--- src/rtl/voice_allocator.sv ---
// Polyphonic voice allocator: maps note-on/off requests onto NUM_VOICES oscillator voices.
// Define VOICE_STEAL_EN to steal the oldest voice when all are busy; otherwise the request is dropped.
module voice_allocator #(
  parameter int NUM_VOICES = 4,
  parameter int AGE_W      = 8
) (
  input  logic                       Sys_clk,
  input  logic                       Va_rst,
  input  logic                       Req_valid,
  output logic                       Req_ready,
  input  logic                       Req_on,
  input  logic [6:0]                 Req_note,
  input  logic [31:0]                Req_freq,
  output logic [32*NUM_VOICES-1:0]   Voice_freq,
  output logic [NUM_VOICES-1:0]      Voice_ce,
  output logic [NUM_VOICES-1:0]      Voice_rst,
  output logic                       Stole,
  output logic                       Dropped
);

  localparam int IDX_W = (NUM_VOICES > 1) ? $clog2(NUM_VOICES) : 1;
  localparam logic [IDX_W-1:0] LAST_IDX = IDX_W'(NUM_VOICES - 1);

  typedef enum logic [1:0] {S_IDLE, S_SCAN, S_COMMIT} state_t;

  state_t                  state_q;
  logic                    ready_q;
  logic [IDX_W-1:0]        idx_q;
  logic                    req_on_q;
  logic [6:0]              req_note_q;
  logic [31:0]             req_freq_q;
  logic                    match_found_q, free_found_q;
  logic [IDX_W-1:0]        match_idx_q, free_idx_q;
  logic [NUM_VOICES-1:0]   active_q;
  logic [6:0]              note_q [NUM_VOICES];
  logic [31:0]             freq_q [NUM_VOICES];
  logic [AGE_W-1:0]        age_q  [NUM_VOICES];
  logic [NUM_VOICES-1:0]   vrst_q;
  logic                    event_q;
`ifdef VOICE_STEAL_EN
  logic                    old_found_q;
  logic [IDX_W-1:0]        old_idx_q;
  logic [AGE_W-1:0]        old_age_q;
`endif

  // Commit decision, derived from the candidates gathered during SCAN.
  logic             load_d, off_d, event_d;
  logic [IDX_W-1:0] tgt_d;

  always_comb begin
    load_d  = 1'b0;
    off_d   = 1'b0;
    event_d = 1'b0;
    tgt_d   = '0;
    if (req_on_q) begin
      if (match_found_q) begin
        load_d = 1'b1;
        tgt_d  = match_idx_q;
      end else if (free_found_q) begin
        load_d = 1'b1;
        tgt_d  = free_idx_q;
      end else begin
`ifdef VOICE_STEAL_EN
        load_d  = 1'b1;
        tgt_d   = old_idx_q;
`endif
        event_d = 1'b1;
      end
    end else if (match_found_q) begin
      off_d = 1'b1;
      tgt_d = match_idx_q;
    end
  end

  always_ff @(posedge Sys_clk or posedge Va_rst) begin
    if (Va_rst) begin
      state_q       <= S_IDLE;
      ready_q       <= 1'b0;
      idx_q         <= '0;
      req_on_q      <= 1'b0;
      req_note_q    <= '0;
      req_freq_q    <= '0;
      match_found_q <= 1'b0;
      free_found_q  <= 1'b0;
      match_idx_q   <= '0;
      free_idx_q    <= '0;
      active_q      <= '0;
      vrst_q        <= '0;
      event_q       <= 1'b0;
      for (int i = 0; i < NUM_VOICES; i++) begin
        note_q[i] <= '0;
        freq_q[i] <= '0;
        age_q[i]  <= '0;
      end
`ifdef VOICE_STEAL_EN
      old_found_q <= 1'b0;
      old_idx_q   <= '0;
      old_age_q   <= '0;
`endif
    end else begin
      vrst_q  <= '0;
      event_q <= 1'b0;
      case (state_q)
        S_IDLE: begin
          ready_q <= 1'b1;
          if (Req_valid && ready_q) begin
            ready_q       <= 1'b0;
            req_on_q      <= Req_on;
            req_note_q    <= Req_note;
            req_freq_q    <= Req_freq;
            match_found_q <= 1'b0;
            free_found_q  <= 1'b0;
            idx_q         <= '0;
`ifdef VOICE_STEAL_EN
            old_found_q   <= 1'b0;
`endif
            state_q       <= S_SCAN;
          end
        end
        S_SCAN: begin
          if (active_q[idx_q] && note_q[idx_q] == req_note_q && !match_found_q) begin
            match_found_q <= 1'b1;
            match_idx_q   <= idx_q;
          end
          if (!active_q[idx_q] && !free_found_q) begin
            free_found_q <= 1'b1;
            free_idx_q   <= idx_q;
          end
`ifdef VOICE_STEAL_EN
          // Strictly-greater keeps the lowest index on equal ages.
          if (active_q[idx_q] && (!old_found_q || age_q[idx_q] > old_age_q)) begin
            old_found_q <= 1'b1;
            old_idx_q   <= idx_q;
            old_age_q   <= age_q[idx_q];
          end
`endif
          if (idx_q == LAST_IDX) state_q <= S_COMMIT;
          else                   idx_q   <= idx_q + 1'b1;
        end
        S_COMMIT: begin
          for (int i = 0; i < NUM_VOICES; i++) begin
            if (load_d && IDX_W'(i) == tgt_d) begin
              active_q[i] <= 1'b1;
              note_q[i]   <= req_note_q;
              freq_q[i]   <= req_freq_q;
              age_q[i]    <= '0;
              vrst_q[i]   <= 1'b1;
            end else if (off_d && IDX_W'(i) == tgt_d) begin
              active_q[i] <= 1'b0;
              age_q[i]    <= '0;
            end else if (load_d && active_q[i] && age_q[i] != {AGE_W{1'b1}}) begin
              age_q[i] <= age_q[i] + 1'b1;
            end
          end
          event_q <= event_d;
          ready_q <= 1'b1;
          state_q <= S_IDLE;
        end
        default: state_q <= S_IDLE;
      endcase
    end
  end

  genvar gi;
  generate
    for (gi = 0; gi < NUM_VOICES; gi++) begin : g_voice
      assign Voice_freq[32*gi +: 32] = freq_q[gi];
    end
  endgenerate

  assign Voice_ce  = active_q;
  assign Voice_rst = vrst_q;
  assign Req_ready = ready_q;
`ifdef VOICE_STEAL_EN
  assign Stole   = event_q;
  assign Dropped = 1'b0;
`else
  assign Stole   = 1'b0;
  assign Dropped = event_q;
`endif

endmodule

--- config.mk ---
export PLATFORM = sky130hd
export DESIGN_NAME = voice_allocator
export DESIGN_NICKNAME = d
export VERILOG_FILES = /design/src/rtl/voice_allocator.sv
export SDC_FILE = /design/constraint.sdc
export NUM_CORES = 1
export LEC_CHECK = 0
export CORE_UTILIZATION = 55
export CTS_BUF_LIST = sky130_fd_sc_hd__clkbuf_4 sky130_fd_sc_hd__clkbuf_8
export DETAILED_ROUTE_END_ITERATION = 8
export PLACE_DENSITY = 0.94
export SYNTH_ARGS = -nofsm -noshare
export SYNTH_HDL_FRONTEND = slang
export SYNTH_SLANG_ARGS = --single-unit
--- constraint.sdc ---
create_clock -name Sys_clk -period 14.5 [get_ports Sys_clk]
set_input_delay 1.45 -clock Sys_clk [delete_from_list [all_inputs] [get_ports Sys_clk]]
set_output_delay 1.45 -clock Sys_clk [all_outputs]
set_load 0.01 [all_outputs]
## Word-level counts from Yosys, hierarchy flattened

Index checks and enable logic that the tools add are counted.

| storage, ports and cells | value |
|---|---|
| logic and storage cells | 122 |
| output and inout port bits | 139 |
| register bits after elaboration | 216 |

| cells by class | value |
|---|---|
| $lt $le $gt $ge | 2 |
| bitwise gates (word level) | 1 |
| add/sub/neg operators | 1 |
| reduce and logical (&&, ||, !) cells | 38 |
| muxes and demuxes | 44 |
| eq/ne operators | 12 |

Operator list:

| cell | number |
|---|---|
| $mux 1 | 26 |
| $reduce_and 2->1 | 12 |
| $mux 2 | 8 |
| $bmux 7 s2 | 1 |
| $mux 7 | 2 |
| $logic_and 1x1->1 | 12 |
| $reduce_bool 2->1 | 6 |
| $ne 2x2->1 const B | 5 |
| $reduce_and 3->1 | 3 |
| $pmux 2 s2 | 2 |
| $eq 7x7->1 | 1 |
| $pmux 1 s2 | 3 |
| $eq 2x2->1 const A | 2 |
| $eq 2x2->1 const B | 2 |
| $logic_not 2->1 | 2 |
| $mux 4 | 1 |
| $ge 3x3->1 const B | 1 |
| $logic_not 1->1 | 3 |
| $lt 2x3->1 const B | 1 |
| $not 2->3 | 1 |
| $add 2x1->2 const B | 1 |
| $bmux 1 s2 | 1 |
| $eq 1x2->1 const A | 1 |
| $eq 2x1->1 const B | 1 |

## Longest topological paths before layout

Gate-level depths: netlist of the first run.

| logic depth | value |
|---|---|
| depth after elaboration | 9 |
| depth in mapped cells | 8 |
| gate-level depth less buffers | 6 |

## Worst setup path after synthesis of the first run

No wires, ideal clock.

| path | value |
|---|---|
| path type | input to register |
| start point | input port Req_valid |
| end point | register idx_q[1] |
| data required time | 14382 ps |
| arrival | 2117 ps |
| buffers on the path | 1 |
| stages | 5 |
| path slack | 12265 ps |
| path through | and3_1 clkbuf_1 nor2_1 nor3b_1 a21o_1 |

| between the ends | value |
|---|---|
| longest elaborated chain between the ends | 3 |

Ends and longest elaborated chain:

| item | line | text |
|---|---|---|
| from (decl) | 9 | `input logic Req_valid,` |
| $logic_and 1x1->1 | 106 | `if (Req_valid && ready_q) begin` |
| $ne 2x2->1 (no source line) | -- |  |
| $reduce_and 3->1 (no source line) | -- |  |
| to (signal assigned) | 138 | `else idx_q <= idx_q + 1'b1;` |
| to (decl) | 28 | `logic [IDX_W-1:0] idx_q;` |

No other way between the ends.
A chain may end at the register's enable or synchronous reset.

==> impl_metrics.yaml, run 1 <==
route:
  via_count: 5471
  drtIter0Drc: 183
  totalWireLength_mm: 19.77
  wire_per_inst_um: 19.77
  first_pass_iters: 7
  via_per_inst: 5.471
  final_antenna_net_count: 0
  drcViolationCount: 7
setup_path:
  r2r_slack_ns: 11.84
  endpoint_kind: "asynchronous set/reset pin"
  crit_fanout: 137
  path_class: "input pin to asynchronous set/reset pin"
  worstPathRequired_ns: 15.00
  start_kind: "input pin"
  arrival_ns: 3.62
sta:
  final.setup.tns_ns: 0
  skew_ns: 0.02415
  rsz0062_at_grt: "no"
  max_clock_freq_mhz: 320.0
  setup_violations: 0
  worstMarginPinSlew_ns: 1.224
  fin_crit_sh_pct: 21.55
  relSlewSlack_pct: 18.40
  period_needed_ns: 3.125
  slew_viol_final: 0
  hold_violations: 0
yosys:
  synth_area_um2: 8408
  async_flop_share_pct: 100.0
  yosysSeqAreaShare_pct: 64.29
  syn_area_per_cell_um2: 13.78
  yosysUniqueCellTypes: 39
  netlist_instances: 610
  ys.warnings.count: 0
  yosys_register_bits: 216
  synth_nets: 654
  ys.flop_type: "dfrtp_1"
  synth_enable_flop_cells: 0
layout:
  nets: 840
  areaGrowthSynthToFinish_pct: 31.40
  n_antenna_cell: 0
  layout-drive-gt1-share_pct: 27.70
clocking:
  ctsHoldBuffers: 0
  cts_setup_buffers: 0
  cts_buffer_depth: 3
  ctsResizeCount: 0
  cts_tree: "built"
  clock-sinks: 216
  cts_root_buffer: "clkbuf_8"
  numCtsBuffers: 35
  cts_max_level: 2
  insertion_delay_ns: 0.52
  cts.clk_slew.worst_paths_ns: 0.06
global_routing:
  overflow: 0
  grt_usage_pct: 26.30
  grt_pass1_wl_mm: 32.11
  grt_max_degree: 138
  grt_pass1_vias: 6181
  antenna_found_initial: 0
run:
  cap_violations: 0
placed_design:
  gp_congestion: 0.7847
  hpwl_mm: 12.44
  port_buffers: 180
pwr:
  power.density_cell_area_nw_per_um2: 168.4
  power.total_mw: 1.861
  ir_worst_vdd_uv: 103.4
  power.leakage_nw: 5.415
status:
  violations: "DRC"
  status: "complete, but fails checks"
die:
  start_util_pct: 57.20
  rows: 44
  fp.dieH_um: 125.6
  die_w_um: 125.6
  die_area_um2: 15790
  ios: 182
  core_um2: 14700
hold_path:
  holdCritPathClass: "register to register"
## worst max-delay path, cell delays in order
cell and delay, ns:
clkdlybuf4s50_1 0.50, inv_8 0.63, buf_4 0.88
## Yosys cell counts (2+ instances only)
master	number	area (µm²)
xnor2_1	4	35.03
nand2_1	124	465.5
nor3b_1	2	15.01
buf_2	11	55.05
mux2_1	5	56.30
nand2b_1	2	12.51
mux4_2	2	45.04
nand3b_1	2	15.01
mux2_2	155	1745
o21ai_0	7	35.03
nand3_1	2	10.01
clkbuf_1	17	63.81
a21o_1	4	30.03
nor2_1	8	30.03
a21oi_1	2	10.01
inv_1	6	22.52
nor3_1	2	10.01
buf_1	5	18.77
dfrtp_1	216	5405
o21a_1	2	15.01
xor2_1	6	52.55
mux4_1	2	52.55
mux2i_1	8	80.08
## power breakdown
group,internal [mW],leakage [nW],switching [mW],total [mW]
registers,0.746,2.93,0.141,0.887
clock network,0.299,0.375,0.223,0.522
logic,0.250,2.11,0.202,0.451
## state kept, by name, indices dropped and copies added, names as in the netlist
signal         count
free_found_q       1
req_note_q         7
Voice_freq       128
Dropped            1
req_on_q           1
req_freq_q        32
Voice_rst          4
state_q            2
match_found_q      1
match_idx_q        2
free_idx_q         2
note_q            28
idx_q              2
Voice_ce           4
Req_ready          1
## per-layer routing
layer / share of wire (%) / track usage, % / up-vias / wire [µm]
li1: - / - / 2440 / -
met1: 39 / 31.21 / 2808 / 7808
met2: 51 / 45.26 / 189 / 10000
met3: 7.9 / 8.836 / 34 / 1570
met4: 2.0 / 8.393 / 0 / 390
met5: 0 / 0 / - / 0
## kinds of logic (layout without fill, tap and decap cells)
| logic type | count (synthesis) | in the layout | synth area share (%) |
|---|---|---|---|
| compound gates | 21 | 21 | 1.637 |
| buf+inv | 41 | 247 | 2.128 |
| mux | 172 | 172 | 23.54 |
| flops | 216 | 216 | 64.29 |
| fa+ha+maj | 1 | 1 | 0.1488 |
| other cells | 1 | 1 | 0.04460 |
| simple gates | 148 | 148 | 7.173 |
| xor+xnor | 10 | 10 | 1.042 |
## cell type report
cell class / instances / area, µm²
multi-input combinational: 353 / 2853
tap: 184 / 230.2
clock inverter: 2 / 10.01
fill: 849 / 3651
clock buffer: 55 / 688.2
sequential: 216 / 5405
timing repair buffer: 184 / 1832
inverter: 6 / 30.03
## cell usage in the layout, fill, tap and decap left out, drive strengths merged, types with 2 or more instances in the layout
master / n
buf: 4
nor2: 8
dfrtp: 216
nor3b: 2
mux2: 160
a21o: 4
nand3: 2
nand2: 124
mux4: 4
mux2i: 8
o21ai: 8
a21oi: 2
xnor2: 4
o21a: 2
nand3b: 2
inv: 6
clkinv: 2
nor3: 3
clkdlybuf4s50: 180
nand2b: 2
clkbuf: 55
xor2: 6
## through the flow
stage	utilization, %	hold slack [ns]	setup slack [ns]	cells	cell area [µm²]
final	75.16	0.4935	11.38	1000	11050
after global routing	75.16	0.5159	11.06	1000	11050
after CTS	75.16	0.4935	11.34	1000	11050
after detailed placement	70.41	0.4807	10.79	943	10350
after global placement	70.41	0.4753	10.88	943	10350
after floorplan	-	0.4707	7.142	610	8408
## final timing paths
check	start	to	cells after the start
setup reg to reg	idx_q[0]$_DFFE_PP0P_	match_idx_q[1]$_DFFE_PP0P_	6
hold reg to reg	Voice_freq[65]$_DFFE_PP0P_	Voice_freq[65]$_DFFE_PP0P_	1
hold / removal	Voice_freq[65]$_DFFE_PP0P_	Voice_freq[65]$_DFFE_PP0P_	1
max in group Sys_clk	Req_valid	idx_q[0]$_DFFE_PP0P_	4
min in group asynchronous	Va_rst	Voice_freq[103]$_DFFE_PP0P_	2
setup / recovery	Va_rst	Voice_freq[75]$_DFFE_PP0P_	3
(Power assumes the default switching activity.)
==> run 2, diff against run 1 <==
CORE_UTILIZATION = 47   (was 55)
PLACE_DENSITY = 0.86   (was 0.94)
clock period = 2.72 ns   (was 14.5 ns; I/O delays follow)
==> impl_metrics.yaml, run 2 (same netlist as run 1, synthesis figures left out) <==
status:
  status: "finished, final reports clean"
sta:
  slew_viol_final: 0
  rsz0062_at_grt: "no"
  max_clock_freq_mhz: 432.0
  period_needed_ns: 2.315
  fin_crit_sh_pct: 85.10
  timing.final.ws_setup_ns: 0.4052
  skew_ns: 0.01048
  worstMarginPinSlew_ns: 0.5525
  hold_violations: 0
  setup_violations: 0
  whs_ns: 0.2523
  relSlewSlack_pct: 63.17
  final.setup.tns_ns: 0
layout:
  n_antenna_cell: 0
  final_cell_area_um2: 11340
  areaGrowthSynthToFinish_pct: 34.91
  nets: 852
  stdcell_count: 1059
  largest_register_ff_count: 128
  final_common_cell: "dfrtp_1"
  layout-drive-gt1-share_pct: 29.26
  fin_util_pct: 65.35
  fillCellCount: 1263
  final_cell_mix: "dfrtp_1 (216), clkdlybuf4s50_1 (180), mux2_2 (155)"
placed_design:
  gp_congestion: 0.8022
  place_inst: 994
  place_area_um2: 10570
  hpwl_mm: 12.50
  port_buffers: 180
  pre_cts_ws_ns: 0.4301
clocking:
  cts_setup_buffers: 0
  clock-sinks: 216
  cts_tree: "built"
  insertion_delay_ns: 0.52
  cts.clk_slew.worst_paths_ns: 0.06
  cts_max_level: 2
  cts_buffer_depth: 3
  numCtsBuffers: 37
  ctsHoldBuffers: 0
  cts_root_buffer: "clkbuf_8"
  ctsResizeCount: 0
global_routing:
  grt_usage_pct: 21.62
  antenna_found_initial: 0
  grt_pass1_wl_mm: 30.54
  grt_max_degree: 79
  overflow: 0
  grt_pass1_vias: 5744
hold_path:
  holdCritPathClass: "input pin to asynchronous set/reset pin"
setup_path:
  crit_slowest_cell: "dfrtp_1"
  path_class: "register to register"
  start_kind: "register"
  reg2regPathDepth: 7
  path_cells: "buf_4 > mux2i_1 > xor2_1 > o2111ai_1 > o21a_1 > nor3_2 > mux2_1"
  critical_path.max_stage_delay_ns: 0.65
  crit_fanout: 10
  worstPathRequired_ns: 3.12
  arrival_ns: 2.71
  endpoint_kind: "register"
die:
  start_util_pct: 48.44
  ios: 182
  die_w_um: 135.8
  fp.dieH_um: 135.8
  core_um2: 17360
  die_area_um2: 18430
  rows: 48
route:
  via_count: 5429
  wire_per_inst_um: 17.98
  totalWireLength_mm: 19.05
  final_antenna_net_count: 0
  drcViolationCount: 0
  drtIter0Drc: 216
  first_pass_iters: 4
  via_per_inst: 5.127
pwr:
  pwr-share-clk_pct: 29.3
  power.density_cell_area_nw_per_um2: 893.3
  internal-power_mw: 7.072
  ir_worst_vdd_uv: 556.5
  p_sw_mw: 3.061
  switching_share_pct: 30.21
  power.total_mw: 10.13
  p_seq_share_pct: 46.4
  comb_power_share_pct: 24.3
  power.leakage_nw: 5.531
run:
  cap_violations: 0
[run 2: changes by cell type in the layout (fill, tap and decap cells not counted), sizes merged]
cell	delta
buf	+10
clkbuf	+5
clkinvlp	+2
inv	+1
[run 2: final cells by class]
type,instances,area [µm²],area share [%]
Clock inverter,5,38.79,0.3419
Inverter,6,26.28,0.2316
Tap cell,225,281.5,2.482
Multi-Input combinational cell,353,2853,25.15
Timing Repair Buffer,194,2007,17.69
Sequential cell,216,5405,47.65
Clock buffer,60,732.0,6.453
[run 2: worst max-delay path, delay by kind of cell (launching register included)]
family                 cells  cell delay (ns)
AO/OA/AOI/OAI              2             0.30
XOR/XNOR                   1             0.16
buffers and inverters      1             0.26
flip-flops                 1             0.65
multiplexers               2             0.57
AND/OR/NAND/NOR            1             0.26
[run 2: routing by layer]
| metal | vias to the layer above | GRT usage, % | part of all wire, % |
|---|---|---|---|
| met3 | 42 | 6.547 | 7.4 |
| met5 | - | 0 | 0 |
| met1 | 2759 | 27.20 | 42 |
| li1 | 2462 | - | - |
| met2 | 166 | 35.15 | 48 |
| met4 | 0 | 8.052 | 2.5 |
[run 2: path summary, 6_finish.rpt]
kind                                        start                          to  slack, ns
setup / recovery             idx_q[1]$_DFFE_PP0P_  match_idx_q[1]$_DFFE_PP0P_       0.41
hold reg to reg            note_q[21]$_DFFE_PP0P_      note_q[21]$_DFFE_PP0P_       0.50
hold / removal                             Va_rst   req_freq_q[2]$_DFFE_PP0P_       0.25
setup reg to reg             idx_q[1]$_DFFE_PP0P_  match_idx_q[1]$_DFFE_PP0P_       0.41
max in group asynchronous                  Va_rst  Voice_freq[27]$_DFFE_PP0P_       2.09
min in group Sys_clk                 Req_freq[19]  req_freq_q[19]$_DFFE_PP0P_       0.28
[run 2: power groups by stage]
| stage | Combinational (mW) | Clock, mW | Sequential [mW] |
|---|---|---|---|
| floorplan | 1.27 | 0 | 4.63 |
| global placement | 2.40 | 0 | 4.69 |
| detailed placement | 2.48 | 0 | 4.74 |
| CTS | 2.50 | 3.04 | 4.70 |
| global route | 2.69 | 3.18 | 4.82 |
| finish | 2.46 | 2.97 | 4.70 |
==> run 3, diff against run 2 <==
PLACE_DENSITY = 0.78   (was 0.86)
SKIP_CTS_REPAIR_TIMING = 1   (was unset)
==> impl_metrics.yaml, run 3 (same netlist as run 1, synthesis figures left out) <==
die:
  die_area_um2: 18430
  ios: 182
  start_util_pct: 48.44
  rows: 48
  fp.dieH_um: 135.8
  core_um2: 17360
  die_w_um: 135.8
sta:
  fin_crit_sh_pct: 86.68
  timing.final.ws_setup_ns: 0.3624
  whs_ns: 0.1438
  relSlewSlack_pct: 59.36
  hold_violations: 0
  worstMarginPinSlew_ns: 0.6089
  rsz0062_at_grt: "no"
  setup_violations: 0
  period_needed_ns: 2.358
  max_clock_freq_mhz: 424.2
  slew_viol_final: 0
  final.setup.tns_ns: 0
  skew_ns: 0.01966
clocking:
  insertion_delay_ns: 0.52
  cts_buffer_depth: 3
  clock-sinks: 216
  cts_root_buffer: "clkbuf_8"
  cts_tree: "built"
  cts.clk_slew.worst_paths_ns: 0.06
  cts_max_level: 2
  numCtsBuffers: 38
route:
  via_per_inst: 5.153
  final_antenna_net_count: 0
  via_count: 5452
  first_pass_iters: 4
  drtIter0Drc: 139
  wire_per_inst_um: 18.70
  drcViolationCount: 0
  totalWireLength_mm: 19.78
setup_path:
  arrival_ns: 2.75
  crit_start: "idx_q[1]$_DFFE_PP0P_"
  timing.rr.start: "idx_q[1]$_DFFE_PP0P_"
  start_kind: "register"
  reg2regPathDepth: 7
  critical_path.max_stage_delay_ns: 0.59
  endpoint_kind: "register"
  worstPathRequired_ns: 3.11
  crit_fanout: 10
  path_class: "register to register"
  path_cells: "buf_4 > mux2i_1 > xor2_1 > o2111ai_1 > o21a_1 > nor3_2 > mux2_1"
  crit_slowest_cell: "dfrtp_1"
layout:
  nets: 853
  fin_util_pct: 65.20
  fillCellCount: 1240
  final_cell_mix: "dfrtp_1 (216), clkdlybuf4s50_1 (180), mux2_2 (155)"
  multi_input_area_um2: 2853
  final_cell_area_um2: 11320
  regArea_um2: 5405
  layout-drive-gt1-share_pct: 29.17
  areaGrowthSynthToFinish_pct: 34.58
  stdcell_count: 1058
  final_common_cell: "dfrtp_1"
  largest_register_ff_count: 128
  n_antenna_cell: 0
pwr:
  power.leakage_nw: 5.528
  ir_worst_vdd_uv: 540.9
  power.density_cell_area_nw_per_um2: 896.0
  power.total_mw: 10.14
placed_design:
  pre_cts_ws_ns: 0.4037
  port_buffers: 180
  hpwl_mm: 12.83
  place_inst: 994
  place_area_um2: 10550
  gp_congestion: 0.8590
hold_path:
  holdCritPathClass: "input pin to asynchronous set/reset pin"
global_routing:
  grt_usage_pct: 22.53
  grt_max_degree: 67
  grt_pass1_wl_mm: 31.80
  overflow: 0
  grt_pass1_vias: 6065
  antenna_found_initial: 0
run:
  cap_violations: 0
status:
  status: "finished, final reports clean"
-- run 3: cell count changes in the layout (fill, tap and decap cells not counted) --
cell | before | now
buf_12 | 8 | 6
buf_4 | 6 | 8
clkbuf_4 | 15 | 11
clkbuf_8 | 45 | 48
clkinv_2 | 1 | 5
clkinv_4 | 1 | 0
clkinvlp_4 | 2 | 1
inv_6 | 2 | 0
-- run 3: layout make-up --
class | count | share of cell area (%)
flip-flops and latches | 216 | 47.77
inverters | 6 | 0.2322
multi-input cells | 353 | 25.21
clock buffers | 59 | 6.568
clock inverters | 5 | 0.2211
well taps | 225 | 2.488
repair buffers | 194 | 17.51
-- run 3: worst paths after layout --
| kind | slack (ns) | end |
|---|---|---|
| min in group Sys_clk | 0.28 | req_freq_q[13]$_DFFE_PP0P_ |
| max reg2reg | 0.36 | match_idx_q[1]$_DFFE_PP0P_ |
| max | 0.36 | match_idx_q[1]$_DFFE_PP0P_ |
| min reg2reg | 0.50 | Voice_freq[67]$_DFFE_PP0P_ |
| min | 0.14 | Voice_freq[60]$_DFFE_PP0P_ |
| max in group asynchronous | 1.86 | Voice_freq[102]$_DFFE_PP0P_ |
-- run 3: critical path: cells and delay by family (launching register included) --
family                 cells  cell delay, ns
AO/OA/AOI/OAI              2            0.33
XOR/XNOR                   1            0.22
buffers and inverters      1            0.26
flip-flops                 1            0.59
multiplexers               2            0.59
AND/OR/NAND/NOR            1            0.25
-- run 3: layer usage --
metal	global-route usage (%)	wire length (µm)	up-vias
li1	-	-	2454
met1	27.16	7883	2812
met2	37.87	10210	152
met3	6.697	1315	34
met4	8.739	373	0
met5	0	0	-
-- run 3: power breakdown --
group          internal [mW]  switching [mW]  leakage [nW]
clock                   1.73            1.25         0.415
combinational           1.37            1.10          2.18
sequential              3.98           0.707          2.93
